==> src/rtl/mult_share_arbiter.sv <==
//------------------------------------------------------------------------------
// mult_share_arbiter: round-robin sharing of one 8x8 unsigned multiplier.
// Optional macro MULT_ARB_FAST_EN removes the CALC stage (2-cycle op).
// Rev 1.0
//------------------------------------------------------------------------------
`default_nettype none

module wallace_multiplier (
    input  logic [7:0]  a_i,
    input  logic [7:0]  b_i,
    output logic [15:0] p_o
);
    logic [15:0] w_pp [8];
    logic [15:0] w_s  [9];
    logic [15:0] w_c  [9];

    assign w_s[0] = 16'd0;
    assign w_c[0] = 16'd0;

    // Each row folds one partial product into a carry-save pair; one final adder.
    for (genvar g = 0; g < 8; g++) begin : g_rows
        assign w_pp[g]  = b_i[g] ? ({8'd0, a_i} << g) : 16'd0;
        assign w_s[g+1] = w_s[g] ^ w_c[g] ^ w_pp[g];
        assign w_c[g+1] = ((w_s[g] & w_c[g]) | (w_s[g] & w_pp[g]) | (w_c[g] & w_pp[g])) << 1;
    end

    assign p_o = w_s[8] + w_c[8];
endmodule

module mult_share_arbiter #(
    parameter int NUM_REQ = 4
) (
    input  logic                       clk,
    input  logic                       rst_n,
    input  logic [NUM_REQ-1:0]         req_valid_i,
    output logic [NUM_REQ-1:0]         req_ready_o,
    input  logic [NUM_REQ*8-1:0]       req_a_i,
    input  logic [NUM_REQ*8-1:0]       req_b_i,
    output logic                       rsp_valid_o,
    input  logic                       rsp_ready_i,
    output logic [$clog2(NUM_REQ)-1:0] rsp_id_o,
    output logic [15:0]                rsp_prod_o,
    output logic                       busy_o
);
    localparam int ID_W = $clog2(NUM_REQ);

    localparam logic [1:0] IDLE = 2'd0;
`ifndef MULT_ARB_FAST_EN
    localparam logic [1:0] CALC = 2'd1;
`endif
    localparam logic [1:0] RESP = 2'd2;

    logic [1:0]         state_q, state_d;
    logic [ID_W-1:0]    rr_ptr_q;
    logic [ID_W-1:0]    rsp_id_q;
    logic [15:0]        rsp_prod_q;

    logic [NUM_REQ-1:0] w_rot;
    logic               w_found;
    logic [ID_W-1:0]    w_win;
    logic [ID_W:0]      w_sum;
    logic [ID_W-1:0]    w_rr_next;
    logic [7:0]         w_sel_a, w_sel_b;
    logic [7:0]         w_mul_a, w_mul_b;
    logic [15:0]        w_prod;
    logic               w_xfer;

    // Rotate so bit 0 is the requester at rr_ptr, then take the first set bit.
    always_comb begin
        w_rot   = NUM_REQ'({req_valid_i, req_valid_i} >> rr_ptr_q);
        w_found = 1'b0;
        w_win   = '0;
        w_sum   = '0;
        for (int k = 0; k < NUM_REQ; k++) begin
            if (!w_found && w_rot[k]) begin
                w_found = 1'b1;
                w_sum   = {1'b0, rr_ptr_q} + (ID_W+1)'(k);
                if (w_sum >= (ID_W+1)'(NUM_REQ)) begin
                    w_sum = w_sum - (ID_W+1)'(NUM_REQ);
                end
                w_win = w_sum[ID_W-1:0];
            end
        end
    end

    assign w_rr_next = (w_win == ID_W'(NUM_REQ - 1)) ? '0 : w_win + 1'b1;
    assign w_sel_a   = req_a_i[{w_win, 3'b000} +: 8];
    assign w_sel_b   = req_b_i[{w_win, 3'b000} +: 8];
    assign w_xfer    = (state_q == IDLE) && w_found;

    // Ready is also masked by reset so nothing looks granted while rst_n is low.
    always_comb begin
        req_ready_o = '0;
        if (rst_n && w_xfer) begin
            req_ready_o[w_win] = 1'b1;
        end
    end

`ifdef MULT_ARB_FAST_EN
    assign w_mul_a = w_sel_a;
    assign w_mul_b = w_sel_b;
`else
    logic [7:0]      op_a_q, op_b_q;
    logic [ID_W-1:0] op_id_q;

    assign w_mul_a = op_a_q;
    assign w_mul_b = op_b_q;

    always_ff @(posedge clk or negedge rst_n) begin
        if (!rst_n) begin
            op_a_q  <= 8'd0;
            op_b_q  <= 8'd0;
            op_id_q <= '0;
        end else if (w_xfer) begin
            op_a_q  <= w_sel_a;
            op_b_q  <= w_sel_b;
            op_id_q <= w_win;
        end
    end
`endif

    wallace_multiplier u_mult (
        .a_i (w_mul_a),
        .b_i (w_mul_b),
        .p_o (w_prod)
    );

    always_comb begin
        state_d = state_q;
        case (state_q)
`ifdef MULT_ARB_FAST_EN
            IDLE:    if (w_found) state_d = RESP;
`else
            IDLE:    if (w_found) state_d = CALC;
            CALC:    state_d = RESP;
`endif
            RESP:    if (rsp_ready_i) state_d = IDLE;
            default: state_d = IDLE;
        endcase
    end

    always_ff @(posedge clk or negedge rst_n) begin
        if (!rst_n) begin
            state_q    <= IDLE;
            rr_ptr_q   <= '0;
            rsp_id_q   <= '0;
            rsp_prod_q <= 16'd0;
        end else begin
            state_q <= state_d;
            if (w_xfer) begin
                rr_ptr_q <= w_rr_next;
            end
`ifdef MULT_ARB_FAST_EN
            if (w_xfer) begin
                rsp_prod_q <= w_prod;
                rsp_id_q   <= w_win;
            end
`else
            if (state_q == CALC) begin
                rsp_prod_q <= w_prod;
                rsp_id_q   <= op_id_q;
            end
`endif
        end
    end

    assign rsp_valid_o = (state_q == RESP);
    assign rsp_id_o    = rsp_id_q;
    assign rsp_prod_o  = rsp_prod_q;
    assign busy_o      = (state_q != IDLE);

endmodule

`default_nettype wire

==> config.mk <==
export PLATFORM = sky130hd
export DESIGN_NAME = mult_share_arbiter
export DESIGN_NICKNAME = d
export VERILOG_FILES = /design/src/rtl/mult_share_arbiter.sv
export SDC_FILE = /design/constraint.sdc
export NUM_CORES = 1
export LEC_CHECK = 0
export CORE_UTILIZATION = 45
export DETAILED_ROUTE_END_ITERATION = 12
export GPL_TIMING_DRIVEN = 0
export PLACE_DENSITY = 0.71
export SYNTH_ARGS = -nofsm -noshare
export SYNTH_HDL_FRONTEND = slang
export SYNTH_SLANG_ARGS = --single-unit
==> constraint.sdc <==
create_clock -name clk -period 16.1 [get_ports clk]
set_input_delay 1.61 -clock clk [delete_from_list [all_inputs] [get_ports clk]]
set_output_delay 1.61 -clock clk [all_outputs]
set_load 0.02 [all_outputs]
==> summary.txt, run 1 <==
I/O pin count: 95
Initial DRC Count: 109
EDFF count, synth: 0
Post-CTS setup buffer count: 0
IO Port Bufs: 94
Vias/cell: 5.17
Synth cell types: 42
Fmax achieved: 0.172 GHz
FP Rows: 33
TritonCTS clock tree: built
Grt met3 use: 0.0324
Stages on worst setup path: 9
Skew final: 0.00234 ns
Antenna diode count: 0
Critical path class: input pin to output port
CP Buf/Inv Count: 4
Total CTS buffers: 5
Top FF cell, synth: dfrtp_1
R2r startpoint: op_a_q[7]$_DFFE_PN0P_
CP Launch Type: input pin
Fill count: 730
Worst hold path class: flop to flop
Antenna violations before repair: 0
Normalized max-slew margin: 0.418
Hold Path Depth: 1
# clock sinks: 40
Hold_ws: 0.473 ns
Area Growth Syn to Fin: 30.8%
CP Capture Type: output port
RR Endpoint: rsp_prod_o[14]$_DFFE_PN0N_
Hpwl dp: 6950 um
Slowest Stage Delay on Critical Path: 0.53 ns
Hold Buf Count CTS: 0
Syn_area_per_cell: 9.62 um2
Root buffer cell: clkbuf_8
Fin crit period: 5.82 ns
Critical Path RT: 14.49 ns
Arr. time, crit path: 4.21 ns
Placed cells: 595
Max clock buf depth: 2
Static leakage: 2.05 nW
DRT antenna net count: 0
Met2 usage: 0.363
Crit path max-delay cell type: clkdlybuf4s50_1
Hold-critical path endpoint: op_id_q[1]$_DFFE_PN0P_
Worst VDD drop: 0.0937 mV
YS warnings: 0
Largest net degree at the start of global routing: 45
Starting Density: 0.464
Routing usage on met1: 0.262
Htree depth: 2
Via count: 3117
Power Density: 222 nW/um2
Tightest Pin Transition: 0.874 ns
Gpl congestion: 0.884
Slew Viols, Final: 0
Vias in the first global route: 3142
Die Width: 94.0 um
Total grt overflow: 0
Gate Count Post-Synth: 396
Design Power: 1.11 mW
Post-synthesis sequential area ratio: 0.263
Crit-path leading delay family: buffers and inverters
Max_cap viols: 0
Final period util: 0.361
Grt peak-use layer: met2
Die Height: 94.0 um
Worst Path Max Fanout: 11
Post-CTS sizing: 0
Min-delay src: op_id_q[1]$_DFFE_PN0P_
Synthesized cell area: 3810 um2
Outcome: finished clean
Cells on worst reg2reg path: 18
RSZ-0062 raised after global routing: no
Most used cell, CP: clkdlybuf4s50_1
Pre-CTS WS: 10.26 ns
Final hold viol count: 0
Flop-to-flop setup slack: 10.50 ns
Net Count, Synth: 528
Routed length per instance: 13.7 um
GRT Util Overall: 0.204
First-pass GRT wire length: 14200 um
Number of synthesized register bits: 40
CP cell instances: clkdlybuf4s50_1, nor2_1, nor4_4, nor2_4, buf_6, inv_2, ha_1, and3_1, clkdlybuf4s50_1
Final-stage net count: 629
Die footprint: 8840 um2
Share of post-route cells with drive strength above 1: 0.0643
Final Non-Filler Cells: 603
Area of the core: 8220 um2
Final worst slack: 10.28 ns
Clock latency on the worst-skew pair: 0.30 ns
Setup tns final: 0 ns
Async SR Flop Fraction: 1.00
DR pass1 iterations: 4
Final wirelength: 8260 um
Final Setup Violations: 0
Clk slew on worst S/H paths: 0.08 ns
DRC: 0
==> cell type report <==
type,instances,area [um2],area share
repair buffers,94,936,0.188
flip-flops and latches,40,1000,0.201
clock buffers,6,72.6,0.0146
inverters,33,124,0.0248
well taps,105,131,0.0263
clock inverters,2,35.0,0.00703
plain buffers,29,118,0.0236
multi-input cells,294,2570,0.515
==> routing by layer <==
metal / up-vias / wire [um]
met5: - / 0
met4: 0 / 76
met3: 7 / 459
met2: 109 / 4150
met1: 1458 / 3570
li1: 1543 / -
==> layout by cell type (no fill, tap or decap), types with 6 or more instances in the layout <==
cell type	instances
and2_1	19
clkdlybuf4s50_1	93
nand3_1	17
mux2_2	6
fa_1	43
mux2_4	8
o21ai_1	11
inv_1	31
clkbuf_1	26
ha_1	18
a21oi_1	23
o21ai_0	20
nand2_1	59
a221o_1	16
mux2_1	8
dfrtp_1	40
==> cells in the mapped netlist, types with 4 or more instances <==
library cell / count / area share
inv_1: 31 / 0.031
nand3_1: 17 / 0.022
fa_1: 43 / 0.23
o21ai_0: 20 / 0.026
ha_1: 18 / 0.059
nand2_1: 59 / 0.058
nor2b_1: 4 / 0.0066
clkbuf_1: 25 / 0.025
mux2_1: 8 / 0.024
dfrtp_1: 40 / 0.26
a21oi_1: 23 / 0.030
and2_1: 19 / 0.031
o21ai_1: 11 / 0.014
mux2_2: 6 / 0.018
a21o_1: 5 / 0.0099
and3_1: 4 / 0.0066
a221o_1: 16 / 0.042
nor2_1: 5 / 0.0049
mux2_4: 8 / 0.032
==> how the worst max path moves through the flow <==
stage | slack (ns) | from | to
floorplan | 10.78 | op_a_q[7]$_DFFE_PN0P_ | rsp_prod_o[14]$_DFFE_PN0N_
global placement | 10.16 | rst_n | req_ready_o[2]
detailed placement | 10.26 | req_valid_i[3] | req_ready_o[3]
CTS | 10.25 | req_valid_i[3] | req_ready_o[3]
global route | 10.15 | req_valid_i[3] | req_ready_o[3]
finish | 10.28 | req_valid_i[1] | req_ready_o[3]
==> power by group <==
group	internal, mW	switching, mW	total [mW]	leakage, nW
Sequential	0.151	0.0259	0.177	0.499
Clock	0.0460	0.0356	0.0816	0.0552
Combinational	0.389	0.459	0.848	1.49
==> flip-flops by register name (all words and copies together) (netlist names) <==
name,count
op_id_q,2
rr_ptr_q,2
op_b_q,8
rsp_id_o,2
op_a_q,8
state_q,2
rsp_prod_o,16
==> logic make-up (layout without fill, tap and decap cells) <==
| logic type | Yosys count | after routing | share of synthesized area |
|---|---|---|---|
| AO/OA/AOI/OAI | 82 | 82 | 0.138 |
| XOR/XNOR | 3 | 3 | 0.00690 |
| adder cells (fa/ha/maj) | 61 | 61 | 0.285 |
| buffers and inverters | 62 | 164 | 0.0634 |
| flip-flops | 40 | 40 | 0.263 |
| multiplexers | 23 | 23 | 0.0755 |
| AND/OR/NAND/NOR | 125 | 125 | 0.168 |
==> metrics by stage <==
| step | util | area [um2] |
|---|---|---|
| 2_1_floorplan | - | 3810 |
| 3_3_place_gp | 0.594 | 4880 |
| 3_5_place_dp | 0.594 | 4880 |
| 4_1_cts | 0.607 | 4990 |
| 5_1_grt | 0.607 | 4990 |
| 6_report | 0.607 | 4990 |
(Power assumes the default switching activity.)
==> run 2: changes to the inputs <==
==> constraint.sdc (replaced) <==
create_clock -name clk -period 5.5 [get_ports clk]
set_input_delay 0.55 -clock clk [delete_from_list [all_inputs] [get_ports clk]]
set_output_delay 0.55 -clock clk [all_outputs]
set_load 0.02 [all_outputs]
==> run 2 against run 1 <==
Net effect: total power grew to 3.0 times the previous value; sequential power grew to 3.1 times the previous value; largest cell class unchanged; count of clock-buffer cells in the layout stayed put; global-route usage is 0.052 points higher; die area stayed put; first-iteration DRC count is 24% lower; core utilization is 1.1 points higher; final cell count is 1.2% higher; highest routed layer unchanged.
==> summary.txt, run 2 (synthesis gave the netlist of run 1 again) <==
Worst hold path class: input pin to async pin
Root buffer cell: clkbuf_8
RSZ-0062 raised after global routing: no
Share of post-route cells with drive strength above 1: 0.107
Final-stage net count: 636
Worst VDD drop: 0.285 mV
Most used cell, CP: fa_1
Hold_ws: 0.370 ns
Sequential cell area: 1010 um2
Fin crit period: 5.28 ns
Power Density: 655 nW/um2
Antenna diode count: 0
I/O pin count: 95
Htree depth: 2
Clock latency on the worst-skew pair: 0.30 ns
Final wirelength: 8420 um
Vias/cell: 5.16
Finished Cell Area: 5080 um2
TritonCTS clock tree: built
Final hold viol count: 0
Pre-CTS WS: -0.0930 ns
Die Width: 94.0 um
Arr. time, crit path: 5.47 ns
Area Growth Syn to Fin: 33.2%
Worst Path Max Fanout: 6
Fmax achieved: 0.189 GHz
Outcome: finished clean
Design Power: 3.33 mW
Normalized max-slew margin: 0.414
Max reg flops: 16
Skew final: 0.00450 ns
Total CTS buffers: 5
Clk slew on worst S/H paths: 0.08 ns
Crit-path leading delay family: adder cells
Vias in the first global route: 3143
Final worst slack: 0.216 ns
Initial DRC Count: 83
Final period util: 0.961
DRT antenna net count: 0
Starting Density: 0.464
FP Rows: 33
IO Port Bufs: 94
DR pass1 iterations: 4
Via count: 3150
Crit path max-delay cell type: fa_1
RR Endpoint: rsp_prod_o[14]$_DFFE_PN0N_
CP cell instances: and2_1, ha_1, inv_1, fa_1, fa_2, fa_1, fa_1, fa_1, fa_1, inv_1, ha_1, fa_2, a21o_1, a21oi_2, o21bai_1, mux2i_1, nand2_1
Slowest Stage Delay on Critical Path: 0.56 ns
First-pass GRT wire length: 14200 um
Commonest non-fill, non-tap cell in the layout: clkdlybuf4s50_1
Routed length per instance: 13.8 um
Cells on worst reg2reg path: 17
CP Buf/Inv Count: 2
Area of the core: 8220 um2
Final Setup Violations: 0
Max_cap viols: 0
# clock sinks: 40
Total grt overflow: 0
CP Launch Type: flop
Slew Viols, Final: 0
R2r startpoint: op_b_q[1]$_DFFE_PN0P_
GRT Util Overall: 0.205
Critical Path RT: 5.68 ns
Tightest Pin Transition: 0.878 ns
Antenna violations before repair: 0
CP Capture Type: flop
Hold Buf Count CTS: 0
Most frequent cells in the layout: 93 x clkdlybuf4s50_1, 59 x nand2_1, 38 x fa_1, 35 x dfrtp_1, 31 x inv_1
Flop-to-flop setup slack: 0.22 ns
Die footprint: 8840 um2
Multi-input gate area: 2580 um2
Critical path class: flop to flop
Max clock buf depth: 2
Gpl congestion: 0.884
Static leakage: 2.09 nW
Hpwl dp: 6950 um
Largest net degree at the start of global routing: 45
DRC: 0
Fill count: 714
Die Height: 94.0 um
DP Area: 4880 um2
## run 2: per-layer routing
| layer | vias up | part of all wire | GRT usage |
|---|---|---|---|
| li1 | 1554 | - | - |
| met4 | 0 | 0.0090 | 0.0449 |
| met3 | 7 | 0.047 | 0.0324 |
| met2 | 98 | 0.51 | 0.363 |
| met1 | 1491 | 0.44 | 0.263 |
| met5 | - | 0 | 0 |
## run 2: layout make-up
cell class,instances,area share
Multi-Input combinational cell,294,0.509
Timing Repair Buffer,105,0.201
Sequential cell,40,0.198
Tap cell,105,0.0259
Inverter,33,0.0244
Buffer,25,0.0202
Clock buffer,6,0.0143
Clock inverter,2,0.00690
## run 2: worst max path at each step
stage | endpoint | slack (ns) | start | depth (start not counted)
after floorplan | rsp_prod_o[14]$_DFFE_PN0N_ | 0.18 | op_a_q[7]$_DFFE_PN0P_ | 18
final | rsp_prod_o[14]$_DFFE_PN0N_ | 0.22 | op_b_q[1]$_DFFE_PN0P_ | 17
after global routing | rsp_prod_o[14]$_DFFE_PN0N_ | 0.02 | op_b_q[1]$_DFFE_PN0P_ | 17
after CTS | rsp_prod_o[14]$_DFFE_PN0N_ | 0.0003 | op_a_q[7]$_DFFE_PN0P_ | 17
after detailed placement | rsp_prod_o[14]$_DFFE_PN0N_ | -0.09 | op_a_q[7]$_DFFE_PN0P_ | 18
after global placement | rsp_prod_o[14]$_DFFE_PN0N_ | -0.03 | op_a_q[7]$_DFFE_PN0P_ | 18
## run 2: what timing repair did
action / in CTS / in global routing
setup endpoints to repair: 2 / 4
buffers inserted: 2 / 9
pin swaps: 0 / 4
resized for setup: 3 / 8
## run 2: where the power goes
group / internal, mW / leakage [nW] / switching [mW] / total [mW]
clock: 0.135 / 0.0552 / 0.103 / 0.238
sequential: 0.447 / 0.493 / 0.0944 / 0.542
combinational: 1.20 / 1.54 / 1.35 / 2.55
total: 1.78 / 2.09 / 1.55 / 3.33
## run 2: through the flow
stage	TNS [ns]	util	instances
final	0	0.618	610
after CTS	0	0.608	602
after global placement	-0.0281	0.594	595
after floorplan	0	-	396
after detailed placement	-0.107	0.594	595
after global routing	0	0.618	610
## run 2: worst reg2reg max path, delay by kind of cell (launching register included)
kind / cells / cell delay [ns]
AO/OA/AOI/OAI: 3 / 0.42
multiplexers: 1 / 0.16
flip-flops: 1 / 0.44
AND/OR/NAND/NOR: 2 / 0.23
buffers and inverters: 2 / 0.09
adder cells (fa/ha/maj): 9 / 3.82
==> run 3: changes to the inputs <==
--- a/config.mk
+++ b/config.mk
@@ -9,6 +9,7 @@
 export DETAILED_ROUTE_END_ITERATION = 12
 export GPL_TIMING_DRIVEN = 0
 export PLACE_DENSITY = 0.71
+export SLEW_MARGIN = 20
 export SYNTH_ARGS = -nofsm -noshare
 export SYNTH_HDL_FRONTEND = slang
 export SYNTH_SLANG_ARGS = --single-unit
==> constraint.sdc (replaced) <==
create_clock -name clk -period 6.19 [get_ports clk]
set_input_delay 0.619 -clock clk [delete_from_list [all_inputs] [get_ports clk]]
set_output_delay 0.619 -clock clk [all_outputs]
set_load 0.02 [all_outputs]
==> run 3 against run 2 <==
Net effect: via count fell by 0.73%; worst hold slack lost 0.16 ns; sequential power shrank 15%; non-clock buffer count fell by 6; global-route usage decreased by 0.073 points; combinational power fell by 13%.
==> summary.txt, run 3 (synthesis gave the netlist of run 1 again) <==
Static leakage: 2.06 nW
Final period util: 0.901
Worst hold path class: input pin to async pin
Final worst slack: 0.614 ns
Final hold viol count: 0
IO Port Bufs: 94
CP cell instances: clkbuf_1, and2_1, ha_1, inv_1, fa_1, fa_1, fa_1, fa_1, fa_1, fa_1, inv_1, ha_1, fa_1, a21o_1, a21oi_1, o21bai_1, mux2i_1, nand2_1
Share of post-route cells with drive strength above 1: 0.0661
Total grt overflow: 0
Largest net degree at the start of global routing: 32
CP Buf/Inv Count: 3
Worst Path Max Fanout: 9
Layout Utilization: 0.609
Vias in the first global route: 3136
Clock latency on the worst-skew pair: 0.29 ns
Most frequent cells in the layout: 93 x clkdlybuf4s50_1, 59 x nand2_1, 43 x fa_1, 40 x dfrtp_1, 31 x inv_1
# clock sinks: 40
Slowest Stage Delay on Critical Path: 0.55 ns
Max clock buf depth: 2
Routed met3 length: 399 um
Vias/cell: 5.18
Arr. time, crit path: 5.76 ns
Crit-path leading delay family: adder cells
Fin crit period: 5.58 ns
Hold Buf Count CTS: 0
Via count: 3127
RR Endpoint: rsp_prod_o[14]$_DFFE_PN0N_
Gpl congestion: 0.884
Final Non-Filler Cells: 604
Final-stage net count: 630
Design Power: 2.88 mW
Antenna violations before repair: 0
TritonCTS clock tree: built
R2r startpoint: op_a_q[7]$_DFFE_PN0P_
Post-CTS sizing: 0
Routed length per instance: 13.7 um
GRT Util Overall: 0.204
Total CTS buffers: 5
Tightest Pin Transition: 0.595 ns
Area of the core: 8220 um2
Final wirelength: 8250 um
Pre-CTS WS: 0.572 ns
Initial DRC Count: 79
Outcome: finished clean
Critical Path RT: 6.37 ns
CP Capture Type: flop
Die Height: 94.0 um
Starting Density: 0.464
Area Growth Syn to Fin: 31.4%
Root buffer cell: clkbuf_8
Hpwl dp: 7030 um
Most used cell, CP: fa_1
Crit path max-delay cell type: fa_1
Cells on worst reg2reg path: 18
Worst VDD drop: 0.248 mV
Fmax achieved: 0.179 GHz
Met1 wire length: 3700 um
Met2 WL: 4060 um
DR pass1 iterations: 5
RSZ-0062 raised after global routing: no
Die Width: 94.0 um
FP Rows: 33
Die footprint: 8840 um2
Clk slew on worst S/H paths: 0.08 ns
Htree depth: 2
DRT antenna net count: 0
Skew final: 0.00403 ns
Placed cells: 596
Post-CTS setup buffer count: 0
First-pass GRT wire length: 14100 um
Antenna diode count: 0
Final Setup Violations: 0
Commonest non-fill, non-tap cell in the layout: clkdlybuf4s50_1
Max reg flops: 16
Slew Viols, Final: 0
CP Launch Type: flop
Power Density: 575 nW/um2
Setup tns final: 0 ns
Max_cap viols: 0
DRC: 0
Normalized max-slew margin: 0.602
Flop-to-flop setup slack: 0.61 ns
Critical path class: flop to flop
I/O pin count: 95
Top Metal Used: met4
[run 3: cell count changes in the layout (fill, tap and decap cells not counted), sizes merged]
cell,change
buf,-10
clkbuf,+4
[run 3: area by class of cell]
cell class	instances	area [um2]
tap	105	131
clock buffer	6	72.6
buffer	29	118
timing repair buffer	95	956
fill	701	3210
inverter	33	124
sequential	40	1000
multi-input combinational	294	2570
clock inverter	2	35.0
[run 3: power by group]
group | internal, mW | total, mW | switching [mW]
Clock | 0.120 | 0.209 | 0.0896
Sequential | 0.394 | 0.462 | 0.0677
Combinational | 1.01 | 2.21 | 1.20
Total | 1.53 | 2.88 | 1.35
[run 3: worst reg2reg max path: cells and delay by family, from the launching register on]
family          cells  cell delay, ns
buf+inv             3            0.29
fa+ha+maj           9            3.91
mux                 1            0.15
simple gates        2            0.25
flops               1            0.36
compound gates      3            0.48
[run 3: metrics by stage]
step	hold slack (ns)	cell area [um2]
global placement	0.460	4880
global route	0.227	5010
CTS	0.217	5010
detailed placement	0.462	4900
floorplan	0.323	3810
finish	0.210	5010
[run 3: worst max path at each step]
stage / to / startpoint / slack, ns / depth (start not counted)
global placement: rsp_prod_o[14]$_DFFE_PN0N_ / op_a_q[7]$_DFFE_PN0P_ / 0.66 / 18
floorplan: rsp_prod_o[14]$_DFFE_PN0N_ / op_a_q[7]$_DFFE_PN0P_ / 0.87 / 18
global route: rsp_prod_o[14]$_DFFE_PN0N_ / op_a_q[7]$_DFFE_PN0P_ / 0.33 / 18
finish: rsp_prod_o[14]$_DFFE_PN0N_ / op_a_q[7]$_DFFE_PN0P_ / 0.61 / 18
detailed placement: rsp_prod_o[14]$_DFFE_PN0N_ / op_a_q[7]$_DFFE_PN0P_ / 0.57 / 18
CTS: rsp_prod_o[14]$_DFFE_PN0N_ / op_a_q[7]$_DFFE_PN0P_ / 0.57 / 18
[run 3: per-layer routing]
layer | global-route usage | vias up
li1 | - | 1548
met1 | 0.268 | 1473
met2 | 0.355 | 97
met3 | 0.0299 | 9
met4 | 0.0487 | 0
met5 | 0 | -
